$ cat src/rtl/debug_unit_pkg.sv
// Shared definitions for the debug unit receive path: FSM state encoding,
// protocol command bytes and the HALT instruction pattern.
package debug_unit_pkg;

  // Receive controller states; values are visible on o_state for debug.
  typedef enum logic [2:0] {
    ST_IDLE     = 3'd0,
    ST_LOAD     = 3'd1,
    ST_MODE_SEL = 3'd2,
    ST_RUN      = 3'd3,
    ST_ERROR    = 3'd4
  } state_e;

  // Protocol command bytes.
  localparam logic [7:0] CMD_LOAD  = 8'h55;
  localparam logic [7:0] CMD_ABORT = 8'hAA;

  // HALT is the all-ones instruction; users slice the low N_BITS_INSTR bits,
  // so instruction widths up to MAX_INSTR_BITS are supported.
  localparam int MAX_INSTR_BITS = 128;
  localparam logic [MAX_INSTR_BITS-1:0] HALT_INSTRUCTION = '1;

endpackage

$ cat src/rtl/debug_unit_word_assembler.sv
// Packs UART bytes MSB-first into instruction words. Flags the byte that
// completes a word and the expiry of the inter-byte timeout on a partial word.
// clear_i drops any partial word and resets the timer.
module debug_unit_word_assembler
  import debug_unit_pkg::*;
#(
  parameter int N_BITS       = 8,
  parameter int N_BITS_INSTR = 32,
  parameter int N_TIMEOUT    = 1000
) (
  input  logic                    i_clock,
  input  logic                    i_reset,
  input  logic                    clear_i,
  input  logic                    byte_valid_i,
  input  logic [N_BITS-1:0]       byte_i,
  output logic [N_BITS_INSTR-1:0] word_o,
  output logic                    word_done_o,
  output logic                    timeout_o
);

  localparam int BPI   = N_BITS_INSTR / N_BITS;
  localparam int CNT_W = (BPI > 1) ? $clog2(BPI) : 1;
  localparam int TMR_W = $clog2(N_TIMEOUT + 1);
  localparam logic [CNT_W-1:0] LAST_CNT = CNT_W'(BPI - 1);
  localparam logic [TMR_W-1:0] TMR_LAST = TMR_W'(N_TIMEOUT - 1);

  logic [N_BITS_INSTR-1:0] shift_q, shift_d;
  logic [CNT_W-1:0]        cnt_q, cnt_d;
  logic [TMR_W-1:0]        tmr_q, tmr_d;
  logic [N_BITS_INSTR-1:0] shifted;

  // Word as it would look with the current byte appended at the LSB end.
  assign shifted = (shift_q << N_BITS) | N_BITS_INSTR'(byte_i);
  assign word_o  = shifted;

  // Next-state logic: clear wins, then a byte, then idle-cycle timing.
  // A byte in the cycle the timer would expire is accepted and resets it.
  always_comb begin
    shift_d     = shift_q;
    cnt_d       = cnt_q;
    tmr_d       = tmr_q;
    word_done_o = 1'b0;
    timeout_o   = 1'b0;
    if (clear_i) begin
      shift_d = '0;
      cnt_d   = '0;
      tmr_d   = '0;
    end else if (byte_valid_i) begin
      tmr_d = '0;
      if (cnt_q == LAST_CNT) begin
        word_done_o = 1'b1;
        shift_d     = '0;
        cnt_d       = '0;
      end else begin
        shift_d = shifted;
        cnt_d   = cnt_q + 1'b1;
      end
    end else if (cnt_q != '0) begin
      if (tmr_q == TMR_LAST) begin
        timeout_o = 1'b1;
        shift_d   = '0;
        cnt_d     = '0;
        tmr_d     = '0;
      end else begin
        tmr_d = tmr_q + 1'b1;
      end
    end
  end

  // Register the shift register, byte counter and timeout counter.
  always_ff @(posedge i_clock) begin
    if (i_reset) begin
      shift_q <= '0;
      cnt_q   <= '0;
      tmr_q   <= '0;
    end else begin
      shift_q <= shift_d;
      cnt_q   <= cnt_d;
      tmr_q   <= tmr_d;
    end
  end

endmodule

$ cat src/rtl/debug_unit_rx_ctrl.sv
// Receive-side controller of the MIPS debug unit: decodes the UART byte
// protocol, writes assembled words to consecutive instruction-memory
// addresses until HALT, then latches the execution mode and issues steps.
//
// Input handshake: i_rx_done is a one-cycle strobe with no back-pressure;
// i_rx_data is consumed on the rising edge where i_rx_done=1 and every
// response is registered, appearing the following cycle.
module debug_unit_rx_ctrl
  import debug_unit_pkg::*;
#(
  parameter int N_BITS       = 8,
  parameter int N_BITS_INSTR = 32,
  parameter int N_BITS_ADDR  = 8,
  parameter int N_TIMEOUT    = 1000,
  parameter int NB_STATE     = 3
) (
  input  logic                    i_clock,
  input  logic                    i_reset,
  input  logic [N_BITS-1:0]       i_rx_data,
  input  logic                    i_rx_done,
  output logic                    o_wr_en,
  output logic [N_BITS_ADDR-1:0]  o_wr_addr,
  output logic [N_BITS_INSTR-1:0] o_wr_data,
  output logic                    o_load_done,
  output logic                    o_execution_mode,
  output logic                    o_execution_step,
  output logic                    o_error,
  output logic [NB_STATE-1:0]     o_state
);

  localparam logic [N_BITS_ADDR-1:0]  ADDR_MAX  = '1;
  localparam logic [N_BITS-1:0]       BYTE_ONES = '1;
  localparam logic [N_BITS-1:0]       LOAD_B    = N_BITS'(CMD_LOAD);
  localparam logic [N_BITS-1:0]       ABORT_B   = N_BITS'(CMD_ABORT);
  localparam logic [N_BITS_INSTR-1:0] HALT_W    = HALT_INSTRUCTION[N_BITS_INSTR-1:0];

  state_e                  state_q, state_d;
  logic [N_BITS_ADDR-1:0]  addr_q, addr_d;
  logic                    wr_en_q, wr_en_d;
  logic [N_BITS_ADDR-1:0]  wr_addr_q, wr_addr_d;
  logic [N_BITS_INSTR-1:0] wr_data_q, wr_data_d;
  logic                    load_done_q, load_done_d;
  logic                    mode_q, mode_d;
  logic                    step_q, step_d;
  logic                    error_q, error_d;

  logic                    asm_clear;
  logic                    asm_valid;
  logic [N_BITS_INSTR-1:0] asm_word;
  logic                    asm_done;
  logic                    asm_timeout;

  // Only LOAD feeds the assembler; everywhere else it is held empty so a
  // new load always starts from byte 0.
  assign asm_clear = (state_q != ST_LOAD);
  assign asm_valid = i_rx_done && (state_q == ST_LOAD);

  debug_unit_word_assembler #(
    .N_BITS       (N_BITS),
    .N_BITS_INSTR (N_BITS_INSTR),
    .N_TIMEOUT    (N_TIMEOUT)
  ) u_word_assembler (
    .i_clock      (i_clock),
    .i_reset      (i_reset),
    .clear_i      (asm_clear),
    .byte_valid_i (asm_valid),
    .byte_i       (i_rx_data),
    .word_o       (asm_word),
    .word_done_o  (asm_done),
    .timeout_o    (asm_timeout)
  );

  // Next-state and output decode; pulses default low, levels hold.
  always_comb begin
    state_d     = state_q;
    addr_d      = addr_q;
    wr_en_d     = 1'b0;
    wr_addr_d   = '0;
    wr_data_d   = '0;
    load_done_d = load_done_q;
    mode_d      = mode_q;
    step_d      = 1'b0;
    error_d     = error_q;
    case (state_q)
      ST_IDLE: begin
        if (i_rx_done && (i_rx_data == LOAD_B)) begin
          state_d     = ST_LOAD;
          addr_d      = '0;
          load_done_d = 1'b0;
        end
      end
      ST_LOAD: begin
        if (asm_timeout) begin
          state_d = ST_ERROR;
          error_d = 1'b1;
        end else if (asm_done) begin
          wr_en_d   = 1'b1;
          wr_addr_d = addr_q;
          wr_data_d = asm_word;
          // HALT is checked first so a HALT in the last slot still loads.
          if (asm_word == HALT_W) begin
            load_done_d = 1'b1;
            state_d     = ST_MODE_SEL;
          end else if (addr_q == ADDR_MAX) begin
            state_d = ST_ERROR;
            error_d = 1'b1;
          end
          // The address saturates instead of wrapping.
          if (addr_q != ADDR_MAX) begin
            addr_d = addr_q + 1'b1;
          end
        end
      end
      ST_MODE_SEL: begin
        // All-ones bytes are trailing HALT padding and are skipped.
        if (i_rx_done && (i_rx_data != BYTE_ONES)) begin
          mode_d  = i_rx_data[0];
          state_d = ST_RUN;
        end
      end
      ST_RUN: begin
        if (i_rx_done) begin
          if (i_rx_data == ABORT_B) begin
            state_d     = ST_IDLE;
            mode_d      = 1'b0;
            load_done_d = 1'b0;
          end else if (mode_q && i_rx_data[0]) begin
            step_d = 1'b1;
          end
        end
      end
      ST_ERROR: begin
        if (i_rx_done && (i_rx_data == ABORT_B)) begin
          state_d = ST_IDLE;
          error_d = 1'b0;
        end
      end
      default: begin
        state_d = ST_IDLE;
      end
    endcase
  end

  // State and output registers with synchronous active-high reset.
  always_ff @(posedge i_clock) begin
    if (i_reset) begin
      state_q     <= ST_IDLE;
      addr_q      <= '0;
      wr_en_q     <= 1'b0;
      wr_addr_q   <= '0;
      wr_data_q   <= '0;
      load_done_q <= 1'b0;
      mode_q      <= 1'b0;
      step_q      <= 1'b0;
      error_q     <= 1'b0;
    end else begin
      state_q     <= state_d;
      addr_q      <= addr_d;
      wr_en_q     <= wr_en_d;
      wr_addr_q   <= wr_addr_d;
      wr_data_q   <= wr_data_d;
      load_done_q <= load_done_d;
      mode_q      <= mode_d;
      step_q      <= step_d;
      error_q     <= error_d;
    end
  end

  assign o_wr_en          = wr_en_q;
  assign o_wr_addr        = wr_addr_q;
  assign o_wr_data        = wr_data_q;
  assign o_load_done      = load_done_q;
  assign o_execution_mode = mode_q;
  assign o_execution_step = step_q;
  assign o_error          = error_q;
  assign o_state          = NB_STATE'(state_q);

endmodule

$ cat config.mk
export PLATFORM = sky130hd
export DESIGN_NAME = debug_unit_rx_ctrl
export DESIGN_NICKNAME = d
export VERILOG_FILES = /design/src/rtl/debug_unit_pkg.sv /design/src/rtl/debug_unit_word_assembler.sv /design/src/rtl/debug_unit_rx_ctrl.sv
export SDC_FILE = /design/constraint.sdc
export NUM_CORES = 1
export LEC_CHECK = 0
export CORE_MARGIN = 4
export CORE_UTILIZATION = 50
export DETAILED_ROUTE_END_ITERATION = 10
export MAX_ROUTING_LAYER = met4
export PLACE_DENSITY = 0.86
export SETUP_SLACK_MARGIN = 0.5
export SLEW_MARGIN = 25
export SYNTH_ARGS = -nofsm -noshare
export SYNTH_HDL_FRONTEND = slang
export SYNTH_SLANG_ARGS = --single-unit
$ cat constraint.sdc
create_clock -name i_clock -period 3 [get_ports i_clock]
set_input_delay 0.45 -clock i_clock [delete_from_list [all_inputs] [get_ports i_clock]]
set_output_delay 0.45 -clock i_clock [all_outputs]
set_load 0.02 [all_outputs]
==> summary.txt, run 1 <==
Worst setup path
  • Data required time of the worst path: 3.26 ns
  • Crit-path max FO: 3
  • Setup crit start kind: input pin
  • CP Class: in2reg
  • CP max stage cell: or4b_4
  • Flop-to-flop setup slack: 0.72 ns
  • Crit path arrival time: around 2.7 ns
  • Top delay family on crit path: compound AO/OA/AOI/OAI gates
  • Kind of end point of the critical path: flop
  • Crit-path max cell delay: approximately 0.54 ns
  • Cell Chain, Critical Path: clkdlybuf4s50_1 -> or4b_4 -> o311a_1 -> a311o_1 -> a211oi_2 -> mux2_1
  • WP buf/inv: 1

Synthesis
  • Post-synthesis cell count: around 360
  • Top cells by area, synth: dfxtp_1 (53%), and2_1 (8.3%), nor2_1 (5.9%), a22oi_1 (5.4%), nand4_1 (2.4%)
  • Top cell type by total area after synthesis: dfxtp_1
  • Post-synth top flop: dfxtp_1
  • EDFF count, synth: 0
  • Sequential share of the synthesized area: between 50% and 60%
  • FF+latch count, synth: 92
  • Synthesized area: 3455 um^2
  • Top-area cell type share of the netlist area: 53.31%
  • FFs w/ async S/R, synth: 0%
  • Library cells used by synthesis: between 40 and 50
  • Synthesized area per cell: around 9.6 um^2
  • Syn_nets: roughly 380
  • Yosys warning total: 0

Place
  • DP HPWL: about 5.3 mm
  • Routability cong.: between 0.9 and 1
  • Port buffer count: 58
  • Post-place setup slack: between 0.09 and 0.1 ns
  • Placed cells: roughly 490

Clocking
  • CTS Root Cell: clkbuf_8
  • TritonCTS clock tree: done
  • CTS clk-pin slew, worst paths: approximately 0.090 ns
  • CTS Buf Count: 9
  • Clock latency on the worst-skew pair: between 0.3 and 0.4 ns
  • TritonCTS sink count: 92
  • CTS H-tree lvls: 3
  • CTS Buffer Depth: 2
  • # hold bufs at CTS: 0

Floorplan
  • I/O pins: 59
  • Core area: between 6000 and 7000 um^2
  • Die ar.: 8303 um^2
  • Num rows: 30
  • Die W: just over 90 um
  • Die Height: roughly 91 um
  • Initial core utilization: a little over 50%

Global routing
  • Global-route wire length before repair: 12.65 mm
  • Tot GR Track Use: around a fifth
  • Number of global-route vias before repair: roughly 2700
  • Initial antenna violation count: 0
  • Overflow after GRT: 0
  • Largest net degree at the start of global routing: 34

STA
  • Highest clock rate: about 400 MHz
  • Worst-Margin Slew: between 0.5 and 0.6 ns
  • RSZ-0062 raised after global routing: no
  • Setup Viol. Count Final: 0
  • Total negative slack: 0 ns
  • Clock Skews: approximately 0.0093 ns
  • Final WS setup: 0.5710 ns
  • Worst slew margin: about three fifths
  • Period utilization: 80.97%
  • Pins over their slew limit: 0
  • Final hold violation count: 0
  • Min Tclk post-route: about 2.4 ns

Cells and area
  • Share of layout cells above drive strength 1: 8.392%
  • Non-Filler Instances: 509
  • Area grow syn2layout: 27.02%
  • Final nets: about 440
  • Most common cell after layout, fill and taps aside: dfxtp_1
  • Commonest non-fill, non-tap cells in the layout: dfxtp_1 (92), clkdlybuf4s50_1 (55), nor2_1 (54), and2_1 (46), a22oi_1 (25)
  • Fill cells: between 500 and 600
  • ANT cells: 0

Status
  • Status: complete, no violations

Route
  • Vias per cell: 5.532
  • Drt drc: 0
  • TritonRoute pass-1 iters: 4
  • Antenna-violating nets left: 0
  • Via count: 2816
  • Drt initial violations: ~220
  • DR WL/cell: ~15 um
  • Total wire length: about 7.5 mm

Worst hold path
  • Worst min path class: in2reg

Flow run
  • Max-Cap Viols: 0

Pwr
  • Worst VDD drop: between 0.0003 and 0.0004 V
  • LEAKAGE: roughly 1.6 nW
  • Power per cell area: 549.1 nW/um^2
==> metrics by stage <==
| stage | cell area, um^2 | power [mW] | util, % | hold slack, ns |
|---|---|---|---|---|
| 4_1_cts | 4358 | 2.417 | 64.50 | 0.4800 |
| 2_1_floorplan | 3455 | 1.524 | - | 0.4528 |
| 6_report | 4388 | 2.410 | 64.94 | 0.4596 |
| 3_3_place_gp | 4160 | 1.632 | 61.57 | 0.4569 |
| 5_1_grt | 4388 | 2.519 | 64.94 | 0.4660 |
| 3_5_place_dp | 4160 | 1.636 | 61.57 | 0.4590 |
==> logic make-up after synthesis <==
group / count (synthesis) / share of synthesized area (%)
simple gates: 162 / 25.17
compound gates: 63 / 13.00
fa+ha+maj: 4 / 1.449
buf+inv: 24 / 2.680
flops: 92 / 53.31
xor+xnor: 9 / 2.282
mux: 7 / 2.101
==> where the power goes <==
group	internal, mW	leakage, nW	switching (mW)	total (mW)
clock	0.372	0.0948	0.427	0.799
sequential	1.23	0.741	0.0332	1.27
combinational	0.138	0.724	0.206	0.344
total	1.74	1.56	0.666	2.41
==> registers in the layout, summed over array words and instances, names as in the netlist <==
signal and count:
o_wr_addr 8, o_wr_data 32, addr_q 8, o_state 3, o_execution_mode 1, o_error 1, o_execution_step 1, u_word_assembler.shift_q 24
u_word_assembler.cnt_q 2, u_word_assembler.tmr_q 10, o_load_done 1, o_wr_en 1
==> what timing repair did <==
item                       CTS  global route
resized for setup            0             7
pin swaps                    1             1
setup endpoints to repair    2             3
buffers inserted             0             0
==> worst reg2reg max path, stage by stage, from the launching register on <==
cell,delay (ns)
dfxtp_1,0.35
inv_1,0.07
ha_1,0.26
and3b_2,0.28
nor4bb_4,0.30
buf_4,0.19
a31oi_1,0.14
a211oi_2,0.24
mux2_1,0.35
==> routing by layer <==
| metal | up-vias | track usage (%) | part of all wire (%) |
|---|---|---|---|
| li1 | 1399 | - | - |
| met1 | 1324 | 23.39 | 44 |
| met2 | 76 | 31.76 | 50 |
| met3 | 17 | 4.143 | 4.0 |
| met4 | 0 | 9.045 | 2.3 |
| met5 | - | - | 0 |
==> cell usage after synthesis, types with 5 or more instances <==
cell,n
xor2_1,5
mux2i_1,5
o21ai_0,7
nor4_1,5
nand4_1,13
clkbuf_1,16
nand3_1,5
a21oi_1,11
and2_1,46
dfxtp_1,92
nand2_1,13
a22oi_1,25
inv_1,6
nor2_1,54
nor3_1,5
==> final cells by class <==
cell class	instances	area [um^2]	area share, %
Sequential cell	92	1842	41.97
Multi-Input combinational cell	245	1548	35.27
Timing Repair Buffer	70	678.2	15.45
Clock buffer	12	165.2	3.764
Tap cell	80	100.1	2.281
Clock inverter	4	32.53	0.7414
Inverter	6	22.52	0.5133
==> path summary, 6_finish.rpt <==
kind	startpoint	end	cells past startpoint
max	i_rx_data[3]	o_state[0]	6
min	i_rx_done	o_execution_step	3
max reg2reg	u_word_assembler.cnt_q[0]	o_state[0]	8
min reg2reg	o_execution_mode	o_execution_step	2
No activity file was read; power rests on OpenSTA's default activity.
==> run 2, diff against run 1 <==
--- a/config.mk
+++ b/config.mk
@@ -6,10 +6,10 @@
 export NUM_CORES = 1
 export LEC_CHECK = 0
 export CORE_MARGIN = 4
-export CORE_UTILIZATION = 50
+export CORE_UTILIZATION = 47
 export DETAILED_ROUTE_END_ITERATION = 10
 export MAX_ROUTING_LAYER = met4
-export PLACE_DENSITY = 0.86
+export PLACE_DENSITY = 0.85
 export SETUP_SLACK_MARGIN = 0.5
 export SLEW_MARGIN = 25
 export SYNTH_ARGS = -nofsm -noshare
==> constraint.sdc (replaced) <==
create_clock -name i_clock -period 2 [get_ports i_clock]
set_input_delay 0.3 -clock i_clock [delete_from_list [all_inputs] [get_ports i_clock]]
set_output_delay 0.3 -clock i_clock [all_outputs]
set_load 0.02 [all_outputs]
==> summary.txt, run 2 (synthesis results as in run 1) <==
Worst setup path
  • Most frequent CP cell: buf_4
  • Crit-path max cell delay: 0.37 ns
  • WP buf/inv: 4
  • Cell Chain, Critical Path: inv_2 -> ha_4 -> and3b_2 -> nor4bb_4 -> buf_4 -> buf_4 -> a21oi_4 -> clkbuf_16 -> a22oi_2 -> nor2_1
  • Flop-to-flop setup slack: -0.12 ns
  • Setup crit start kind: flop
  • Top delay family on crit path: buffers and inverters
  • Crit path arrival time: about 2.4 ns
  • Crit-path max FO: 12
  • CP Class: reg2reg
  • Data required time of the worst path: ~2.3 ns
  • Kind of end point of the critical path: flop
  • CP max stage cell: dfxtp_2

Flow run
  • Max-Cap Viols: 0

Route
  • Vias per cell: between 5 and 6
  • TritonRoute pass-1 iters: 5
  • Total wire length: ~10 mm
  • Drt drc: 0
  • DR WL/cell: about 18 um
  • Drt initial violations: 209
  • Antenna-violating nets left: 0
  • Via count: 3238

Floorplan
  • Core area: around 7000 um^2
  • Die Height: roughly 94 um
  • I/O pins: 59
  • Die W: roughly 94 um
  • Num rows: 30
  • Die ar.: between 8000 and 9000 um^2
  • Initial core utilization: between 40 and 50%

Global routing
  • GRT Max-Usage Layer: met2
  • Global-route wire length before repair: between 15 and 20 mm
  • Grt met2 use: between 30% and 40%
  • Largest net degree at the start of global routing: 33
  • Number of global-route vias before repair: 3052
  • Tot GR Track Use: a little under a quarter
  • Initial antenna violation count: 0
  • Met1 Usage GRT: between 20% and 30%
  • M3 GR Usage: under 10%
  • Overflow after GRT: 0

Worst hold path
  • Worst min path class: in2reg

Clocking
  • CTS H-tree lvls: 3
  • CTS Buffer Depth: 2
  • # hold bufs at CTS: 0
  • CTS Root Cell: clkbuf_8
  • CTS Buf Count: 9
  • TritonCTS sink count: 92
  • CTS clk-pin slew, worst paths: 0.10 ns
  • Clock latency on the worst-skew pair: 0.37 ns
  • TritonCTS clock tree: done

Place
  • DP HPWL: about 6 mm
  • Placed cells: 537
  • Routability cong.: slightly below 1
  • Port buffer count: 58

Cells and area
  • ANT cells: 0
  • Final nets: between 400 and 500
  • Non-Filler Instances: ~570
  • Most common cell after layout, fill and taps aside: dfxtp_1
  • Share of layout cells above drive strength 1: slightly above 30%
  • Max reg flops: 32
  • Area grow syn2layout: 45.35%
  • Commonest non-fill, non-tap cells in the layout: dfxtp_1 (83), dlygate4sd2_1 (48), and2_1 (45), nor2_1 (45), buf_4 (42)

Status
  • Failing checks: setup timing
  • Status: finished, violations left

STA
  • Min Tclk post-route: ~2.1 ns
  • Pins over their slew limit: 0
  • Worst-Margin Slew: roughly 0.64 ns
  • Final WS setup: -0.1183 ns
  • Final hold violation count: 0
  • Setup Viol. Count Final: 28
  • Highest clock rate: 472.1 MHz
  • Total negative slack: -1.840 ns
  • Clock Skews: ~0.012 ns
  • Worst slew margin: a little under three fifths
  • Period utilization: 105.9%
  • RSZ-0062 raised after global routing: yes

Pwr
  • Worst VDD drop: about 0.00049 V
  • Total power: 3.980 mW
  • Power per cell area: approximately 790 nW/um^2
  • LEAKAGE: around 2.0 nW
==> run 2: changes by cell type in the layout (fill, tap and decap cells not counted), sizes merged <==
cell and change:
buf +41, clkbuf +1, clkdlybuf4s15 +4, clkdlybuf4s50 -54
clkinvlp -1, dlygate4sd2 +48, dlymetal6s2s -3, inv +3
or3 +1
==> run 2: final cells by class <==
class,count,area (um^2)
clock buffers,10,137.6
clock inverters,6,53.80
fillers,495,1961
inverters,6,22.52
multi-input cells,246,1848
flip-flops and latches,92,1858
well taps,96,120.1
repair buffers,109,980.9
==> run 2: per-stage QoR <==
stage | hold slack [ns] | instance area [um^2] | setup slack [ns] | utilization [%]
global route | 0.2536 | 5021 | -0.1676 | 71.92
global placement | 0.4515 | 4499 | -0.5882 | 64.44
detailed placement | 0.4520 | 4499 | -0.6169 | 64.44
finish | 0.2648 | 5021 | -0.1183 | 71.92
floorplan | 0.3936 | 3541 | -0.05984 | -
CTS | 0.2513 | 4792 | 0.03337 | 68.64
==> run 2: per-layer routing <==
layer	wire (um)	part of all wire (%)	vias to the layer above
li1	-	-	1487
met1	4418	42	1545
met2	5040	48	177
met3	715	6.8	29
met4	269	2.6	0
met5	0	0	-
==> run 2: repair_timing <==
item,4_1_cts,5_1_grt
cloned,0,3
buffers inserted,5,4
gates resized for setup,106,41
pin swaps,10,18
endpoints found under the setup margin,139,94
==> run 2: tightest hold or removal path, cell delays in order <==
cell and delay [ns]:
buf_6 0.08, buf_4 0.11, and2_1 0.11
==> run 2: final timing paths <==
check             depth (start not counted)                      start                          end
hold reg to reg                           2                    o_error                      o_error
hold / removal                            3               i_rx_data[5]                 o_wr_data[5]
setup / recovery                         10  u_word_assembler.cnt_q[0]  u_word_assembler.shift_q[9]
setup reg to reg                         10  u_word_assembler.cnt_q[0]  u_word_assembler.shift_q[9]
==> run 2: report_power, final <==
group	internal [mW]	total [mW]	switching, mW	leakage [nW]
registers	1.85	1.87	0.0258	0.746
logic	0.381	0.898	0.517	1.18
clock network	0.507	1.21	0.701	0.0954
